**src/rtl/stream_if_fifo_if.sv**
```systemverilog
// ---------------------------------------------------------------------------
// stream_if : valid/ready streaming handshake bundle.
//
// Members
//   data  [WIDTH-1:0]  payload, meaningful while valid=1
//   valid              producer has a word on data
//   ready              consumer can take a word this cycle
//
// Modports
//   src  : producer view (drives data/valid, reads ready)
//   snk  : consumer view (reads data/valid, drives ready)
// ---------------------------------------------------------------------------
interface stream_if #(
    parameter int WIDTH = 8
) ();
    logic [WIDTH-1:0] data;
    logic             valid;
    logic             ready;

    modport src (output data, output valid, input ready);
    modport snk (input data, input valid, output ready);
endinterface

```
**src/rtl/stream_if_fifo.sv**
```systemverilog
// ---------------------------------------------------------------------------
// stream_if_fifo : synchronous FIFO between two stream_if handshakes, with an
// occupancy output and a clearable high-water mark.
//
// Parameters
//   WIDTH      data width of both stream ports
//   DEPTH      number of storage entries (power of two, >= 2)
//
// Ports
//   clk        single clock, all state changes on its rising edge
//   rst_n      asynchronous active-low reset (clears pointers, counters and
//              every storage entry)
//   up         upstream stream (snk view): accepts data when up.ready=1
//   dn         downstream stream (src view): offers head entry when dn.valid=1
//   hwm_clr    synchronous clear of max_count to the next occupancy
//   count      current occupancy, 0..DEPTH
//   max_count  peak occupancy since reset or last hwm_clr
//
// Handshake outputs (up.ready, dn.valid) depend only on registered state, so
// there is no combinational path from up.valid or dn.ready through the FIFO.
// Read data comes straight from the storage array (no bypass), giving one
// cycle from push edge to visibility on dn.
// ---------------------------------------------------------------------------
module stream_if_fifo #(
    parameter int WIDTH = 8,
    parameter int DEPTH = 4
) (
    input  logic                         clk,
    input  logic                         rst_n,
    stream_if.snk                        up,
    stream_if.src                        dn,
    input  logic                         hwm_clr,
    output logic [$clog2(DEPTH+1)-1:0]   count,
    output logic [$clog2(DEPTH+1)-1:0]   max_count
);

    localparam int AW = $clog2(DEPTH);
    localparam int CW = $clog2(DEPTH + 1);

    logic [WIDTH-1:0] r_mem [DEPTH];
    logic [AW-1:0]    r_wptr;
    logic [AW-1:0]    r_rptr;
    logic [CW-1:0]    r_count;
    logic [CW-1:0]    r_max;

    logic             w_full;
    logic             w_empty;
    logic             w_push;
    logic             w_pop;
    logic [CW-1:0]    w_count_nxt;

    // Status straight from the occupancy register.
    assign w_full  = (r_count == CW'(DEPTH));
    assign w_empty = (r_count == '0);

    // Handshake qualification: a full FIFO ignores up.valid, an empty one
    // ignores dn.ready.
    assign w_push = up.valid && !w_full;
    assign w_pop  = dn.ready && !w_empty;

    always_comb begin
        w_count_nxt = r_count;
        case ({w_push, w_pop})
            2'b10:   w_count_nxt = r_count + 1'b1;
            2'b01:   w_count_nxt = r_count - 1'b1;
            default: w_count_nxt = r_count;
        endcase
    end

    // Storage: only the write pointer slot is written. When full no write
    // happens, so the head entry can never be overwritten while it waits.
    always_ff @(posedge clk or negedge rst_n) begin
        if (!rst_n) begin
            for (int i = 0; i < DEPTH; i++) begin
                r_mem[i] <= '0;
            end
        end else if (w_push) begin
            r_mem[r_wptr] <= up.data;
        end
    end

    // Pointers wrap naturally because DEPTH is a power of two.
    always_ff @(posedge clk or negedge rst_n) begin
        if (!rst_n) begin
            r_wptr <= '0;
            r_rptr <= '0;
        end else begin
            if (w_push) begin
                r_wptr <= r_wptr + 1'b1;
            end
            if (w_pop) begin
                r_rptr <= r_rptr + 1'b1;
            end
        end
    end

    // Occupancy and high-water mark. The mark tracks the post-edge count so
    // that it is never behind count; hwm_clr restarts it from that value.
    always_ff @(posedge clk or negedge rst_n) begin
        if (!rst_n) begin
            r_count <= '0;
            r_max   <= '0;
        end else begin
            r_count <= w_count_nxt;
            if (hwm_clr) begin
                r_max <= w_count_nxt;
            end else if (w_count_nxt > r_max) begin
                r_max <= w_count_nxt;
            end
        end
    end

    assign up.ready  = !w_full;
    assign dn.valid  = !w_empty;
    assign dn.data   = r_mem[r_rptr];
    assign count     = r_count;
    assign max_count = r_max;

endmodule

```
**src/flat_wrapper.sv**
```systemverilog
// flat-port wrapper written by rule: the top's interface ports become plain ports
module stream_if_fifo_flat 
#(
    parameter int WIDTH = 8,
    parameter int DEPTH = 4
)
  (clk, rst_n, hwm_clr, count, max_count, up_data, up_valid, up_ready, dn_data, dn_valid, dn_ready);
  stream_if #(.WIDTH(WIDTH)) up_i ();
  stream_if #(.WIDTH(WIDTH)) dn_i ();
  input  logic clk;
  input  logic rst_n;
  input  logic hwm_clr;
  output logic [$clog2(DEPTH+1)-1:0] count;
  output logic [$clog2(DEPTH+1)-1:0] max_count;
  input wire logic [$bits(up_i.data)-1:0] up_data;
  input wire logic [$bits(up_i.valid)-1:0] up_valid;
  output wire logic [$bits(up_i.ready)-1:0] up_ready;
  output wire logic [$bits(dn_i.data)-1:0] dn_data;
  output wire logic [$bits(dn_i.valid)-1:0] dn_valid;
  input wire logic [$bits(dn_i.ready)-1:0] dn_ready;
  assign up_i.data = up_data;
  assign up_i.valid = up_valid;
  assign up_ready = up_i.ready;
  assign dn_data = dn_i.data;
  assign dn_valid = dn_i.valid;
  assign dn_i.ready = dn_ready;
  stream_if_fifo #(.WIDTH(WIDTH), .DEPTH(DEPTH)) u_core (.clk(clk), .rst_n(rst_n), .up(up_i), .dn(dn_i), .hwm_clr(hwm_clr), .count(count), .max_count(max_count));
endmodule
```
**config.mk**
```make
export PLATFORM = sky130hd
export DESIGN_NAME = stream_if_fifo_flat
export DESIGN_NICKNAME = d
export VERILOG_FILES = /design/src/rtl/stream_if_fifo_if.sv /design/src/rtl/stream_if_fifo.sv /design/src/flat_wrapper.sv
export SDC_FILE = /design/constraint.sdc
export NUM_CORES = 1
export LEC_CHECK = 0
export CORE_UTILIZATION = 36
export CTS_CLUSTER_SIZE = 25
export DETAILED_ROUTE_END_ITERATION = 12
export MAX_ROUTING_LAYER = met4
export PLACE_DENSITY = 0.57
export SYNTH_ARGS = -nofsm -noshare
export SYNTH_HDL_FRONTEND = slang
export SYNTH_SLANG_ARGS = --single-unit
```
**constraint.sdc**
```tcl
create_clock -name clk -period 4.48 [get_ports clk]
set_input_delay 0.896 -clock clk [delete_from_list [all_inputs] [get_ports clk]]
set_output_delay 0.896 -clock clk [all_outputs]
set_load 0.01 [all_outputs]
```
==> run metrics, run 1 <==
status=completed; clock-pin slew on the worst setup and hold paths=0.07 ns; power after layout=around 2.0 mW; Max-slew headroom=a little over a third; setup violators final=0; count leader, synth=dfrtp_1; Max-cap violations=0; RSZ-0062 raised after global routing=no; DRT antenna net count=0; I/O pin cnt=29; vias in the first global route=1184; Clock Root Buffer=clkbuf_8; final hold vios=0; post-layout minimum cycle time=3.57 ns; Post-CTS Setup Inserts=0; CTS H-tree depth=2; area grow syn2layout=24.2%; synthesized flop and latch total=42; largest net degree at the start of global routing=43; Placed Area=about 0.0023 mm²; detailed-route wire length per cell=~15 µm; gpl congestion=about 0.71; Post-Syn Instances=about 130; CTS tree=yes; Crit Path Category=input port to register; die area=~0.0057 mm²; dominant cell type by area after synthesis=dfrtp_1; CTS Sinks=between 40 and 50; die width=roughly 75 µm; Worst Tran Pin Value=approximately 0.95 ns; post-synthesis cell type count=20; routing usage on met3=4.37%; critical path capture point type=register; share of layout cells above drive strength 1=37.0%; VDD IR max=around 0.00034 V; Fmax achieved=~280 MHz; hold path depth=1; Clock Skews=approximately 0.0061 ns; period utilization=about four fifths; top cells by instance count after synthesis=dfrtp_1 (42), mux2_2 (36), ha_1 (8), mux4_2 (8), inv_1 (7); initial antenna violation count=0; Post-synth top flop=dfrtp_1; Die Y=75.5 µm; count of input and output buffers=28; gr ovfl total=0; # resized after CTS=0; nets=around 180; asr flop ratio synth=between 90% and 100%; Final HPWL DP=2400 µm; first-pass GRT wire length=around 5700 µm; Worst setup SP type=input port; number of buffers created by CTS=5; area of the core=between 0.005 and 0.006 mm²; clk_lat worst skew=about 0.29 ns; M1 GR Usage=approximately 17%; vias=approximately 1100; buffers from clock root to sink, at most=2; synthesized area per cell=between 15 and 20 µm²; row cnt=26; worst min path class=register to register; GRT Resource Usage Total=14.7%; Post-Syn Nets=between 100 and 150; Power Dens Cells=a little over 800 mW/mm²; post-route cell area=0.00241 mm²; Post-route DRC=0; Yosys warning total=0; crit path max fanout=3; area of the mapped netlist=0.00194 mm²; Yosys top cell area share=between 50% and 60%; Total Wirelength=approximately 3500 µm; drt first pass iters=4; Slew Viols, Final=0; Post-synth EDFFs=0; worst path required time=about 4.7 ns; static leakage=1.03 nW; DRT iter0 DRCs=49; setup tns final=0 ns; Synth area leaders=dfrtp_1 (54%), mux2_2 (21%), mux4_2 (9.3%); R2R depth=12; Starting Density=a little under two fifths; vias per cell=4.81; Antenna Cells=0; GRT Max-Usage Layer=met2; Seq/Total Area, Yosys=between 50% and 60%; hold buffer count at CTS=0; WP data arrival=approximately 3.8 ns; met2 Resource Use GR=24.9%
==> cell type report <==
cell class                 instances  area [µm²]
sequential                        42        1050
timing repair buffer              29         283
inverter                           7        26.3
clock inverter                     3        40.0
tap                               70        87.6
multi-input combinational         76         857
fill                             475        2730
clock buffer                       5        68.8
==> layer usage <==
metal,vias up,share of wire (%)
met2,26,52
met4,0,0.48
met3,2,4.9
li1,529,-
met1,558,43
met5,-,0
==> per-stage QoR <==
stage,worst slack [ns],hold WS [ns],std cells,util (%)
after global routing,0.762,0.522,232,47.0
after detailed placement,0.604,0.489,224,44.8
final,0.906,0.504,232,47.0
after CTS,0.925,0.509,232,47.0
after floorplan,1.05,0.474,127,-
after global placement,0.711,0.482,224,44.8
==> placed cells by master, fill, tap and decap left out <==
| cell | count |
|---|---|
| a211oi_1 | 1 |
| a21boi_2 | 1 |
| and2_1 | 1 |
| buf_2 | 1 |
| buf_4 | 1 |
| bufinv_16 | 1 |
| clkbuf_8 | 5 |
| clkdlybuf4s50_1 | 27 |
| clkinv_2 | 2 |
| dfrtp_1 | 42 |
| fa_1 | 1 |
| ha_1 | 8 |
| inv_1 | 7 |
| mux2_2 | 36 |
| mux4_2 | 8 |
| nand2_1 | 3 |
| nand2_2 | 4 |
| nand3_1 | 1 |
| nor2_1 | 2 |
| o21ai_0 | 2 |
| o21bai_1 | 1 |
| or3_2 | 1 |
| xnor2_1 | 4 |
| xor2_1 | 2 |
==> power by group <==
group / leakage [nW] / switching (mW) / internal (mW)
combinational: 0.474 / 0.346 / 0.594
sequential: 0.497 / 0.153 / 0.579
clock: 0.0579 / 0.126 / 0.164
==> path summary, 6_finish.rpt <==
check,startpoint,to,slack (ns)
min in group asynchronous,rst_n,u_core.r_mem[29],0.75
worst min register to register,u_core.r_mem[11],u_core.r_mem[11],0.50
worst max-delay path,up_valid,u_core.max_count[1],0.91
worst min-delay path,u_core.r_mem[11],u_core.r_mem[11],0.50
max in group asynchronous,rst_n,u_core.r_mem[10],3.13
worst max register to register,u_core.count[1],u_core.max_count[1],1.02
==> flip-flops by register name, indices dropped and copies added (netlist names) <==
name	cells
u_core.r_wptr	2
u_core.r_mem	32
u_core.r_rptr	2
u_core.count	3
u_core.max_count	3
==> worst max-delay path: stages <==
cell             delay, ns
clkdlybuf4s50_1       0.45
a21boi_2              0.18
inv_1                 0.06
ha_1                  0.22
fa_1                  0.39
xnor2_1               0.14
nor2_1                0.11
xor2_1                0.26
ha_1                  0.29
nand3_1               0.08
o21ai_0               0.07
o21bai_1              0.25
mux2_2                0.37
==> kinds of logic (layout without fill, tap and decap cells) <==
logic type	count (synthesis)	after routing	synth area share [%]
buffers and inverters	9	44	1.80
AND/OR/NAND/NOR	12	12	3.22
adder cells (fa/ha/maj)	9	9	6.18
XOR/XNOR	6	6	2.70
flip-flops	42	42	54.1
multiplexers	44	44	30.1
AO/OA/AOI/OAI	5	5	1.87
Power figures use the tool's default switching activity.
==> run 2: changes to the inputs <==
clock period = 3.4 ns   (was 4.48 ns; I/O delays follow)
==> run 2 against run 1 <==
Effect of this change:
- die area stayed put
- sequential share of layout area is 0.86 points lower
- critical path depth stayed put
- final cell count is 2.2% higher
- critical endpoint is now u_core.max_count[0]
- largest cell class unchanged
- highest routed layer unchanged
==> run metrics, run 2 (synthesized netlist as in run 1, its figures left out) <==
status=completed; CP max stage cell=clkdlybuf4s50_1; post-route cell area=0.00246 mm² (+2.0%); Fmax achieved=307 MHz; nets=190 (+3.8%); placed insts=230 (+2.7%); initial antenna violation count=0 (unchanged); critical path capture point type=register; DRT antenna net count=0 (unchanged); Post-route DRC=0 (unchanged); clk_lat worst skew=0.28 ns (about the same); area of the core=0.00514 mm² (unchanged); Power Dens Cells=1070 mW/mm² (+32%); Total Wirelength=3630 µm (+2.9%); gr ovfl total=0 (unchanged); setup tns final=0 ns (unchanged); vias in the first global route=1246 (+5.2%); Post-Layout Cell Count=237 (+2.2%); static leakage=1.05 nW (+2.5%); VDD IR max=0.000536 V (+58%); period utilization=approximately 96%; buffers from clock root to sink, at most=2 (unchanged); vias per cell=4.84 (+0.61%); Worst Hold Slack=0.504 ns (+0.000134 ns); number of buffers created by CTS=5 (unchanged); commonest cells after routing, fill and taps aside=dfrtp_1 (42), mux2_2 (35), clkdlybuf4s50_1 (27); Crit Path Category=input port to register; DRT iter0 DRCs=53 (+8.2%); Worst setup SP type=input port; vias=1146 (+2.8%); Final HPWL DP=2590 µm (+7.9%); crit path max fanout=3 (unchanged); clock-pin slew on the worst setup and hold paths=0.07 ns (about the same); Top reg by flops=u_core.r_mem; row cnt=26 (unchanged); CTS H-tree depth=2 (unchanged); worst path required time=3.57 ns (-1.09 ns); gpl congestion=0.778 (+9.2%); die area=0.00569 mm² (unchanged); area grow syn2layout=26.7%; power after layout=2.64 mW (+35%); Slew Viols, Final=0 (unchanged); GRT Resource Usage Total=15.1% (+0.41 points); Clock Root Buffer=clkbuf_8; critical path cell sequence=clkdlybuf4s50_1, a21boi_2, inv_1, ha_2, fa_1, xnor2_1, nor2_2, xor2_2, ha_1, nand3_1, o21ai_0, o21bai_2, mux2_2; detailed-route wire length per cell=15.3 µm (+0.75%); Die Y=75.5 µm (unchanged); count of input and output buffers=28 (unchanged); drt first pass iters=4 (unchanged); Placed Area=0.00235 mm² (+2.0%); Antenna Cells=0 (unchanged); die width=75.5 µm (unchanged); Max-cap violations=0 (unchanged); setup violators final=0 (unchanged); CTS Sinks=42 (unchanged); CTS tree=yes; final hold vios=0 (unchanged); I/O pin cnt=29 (unchanged); Worst Tran Pin Value=0.922 ns (-0.0306 ns); commonest non-fill, non-tap cell in the layout=dfrtp_1; final worst slack=0.141 ns (-0.765 ns); Max-slew headroom=38.6% (+2.0 points); max reg flops=32 (unchanged); largest net degree at the start of global routing=43 (unchanged); final core utilization=47.9% (+0.95 points); worst min path class=register to register; Worst path max stage delay=0.46 ns (about the same); Starting Density=37.8% (unchanged); post-layout minimum cycle time=around 3.3 ns; Clock Skews=0.00300 ns (-0.00306 ns); WP data arrival=3.43 ns (-0.32 ns); first-pass GRT wire length=5840 µm (+2.2%); Post-Place Setup Slack=-0.257 ns (-0.861 ns); share of layout cells above drive strength 1=41.9% (+4.9 points)
[run 2: area by class of cell]
class	count	area, µm²
Fill cell	465	2680
Sequential cell	42	1050
Multi-Input combinational cell	76	880
Timing Repair Buffer	36	335
Tap cell	70	87.6
Clock buffer	6	82.6
Inverter	7	26.3
[run 2: timing repair]
action / CTS / global route
hold buffers: 0 / 0
setup buffers: 0 / 1
resized for setup: 0 / 6
endpoints found under the setup margin: 0 / 3
[run 2: worst max-delay path, delay by kind of cell]
family | cells | cell delay (ns)
muxes | 1 | 0.36
xor gates and xnor gates | 2 | 0.32
AOI/OAI and AO/OA | 3 | 0.48
adders and majority gates | 3 | 0.81
buffers and inverters | 2 | 0.52
and+or+nand+nor | 2 | 0.23
[run 2: routing by layer]
layer  vias to the layer above  wire length, µm  GRT usage, %
li1                        530                -             -
met1                       585             1510          16.3
met5                         -                0             -
met4                         0               38          5.97
met2                        26             1940          26.7
met3                         5              132          3.57
[run 2: final timing paths]
kind	start	to	slack, ns	cells after the start
min	u_core.r_mem[14]	u_core.r_mem[14]	0.50	1
max reg2reg	u_core.count[1]	u_core.max_count[0]	0.16	12
max	up_valid	u_core.max_count[0]	0.14	13
min reg2reg	u_core.r_mem[14]	u_core.r_mem[14]	0.50	1
min in group asynchronous	rst_n	u_core.r_mem[30]	0.53	1
max in group asynchronous	rst_n	u_core.r_mem[12]	2.30	1
[run 2: power by group]
part | internal, mW | switching [mW] | total (mW)
clock | 0.156 | 0.152 | 0.308
sequential | 0.764 | 0.186 | 0.950
combinational | 0.868 | 0.515 | 1.38
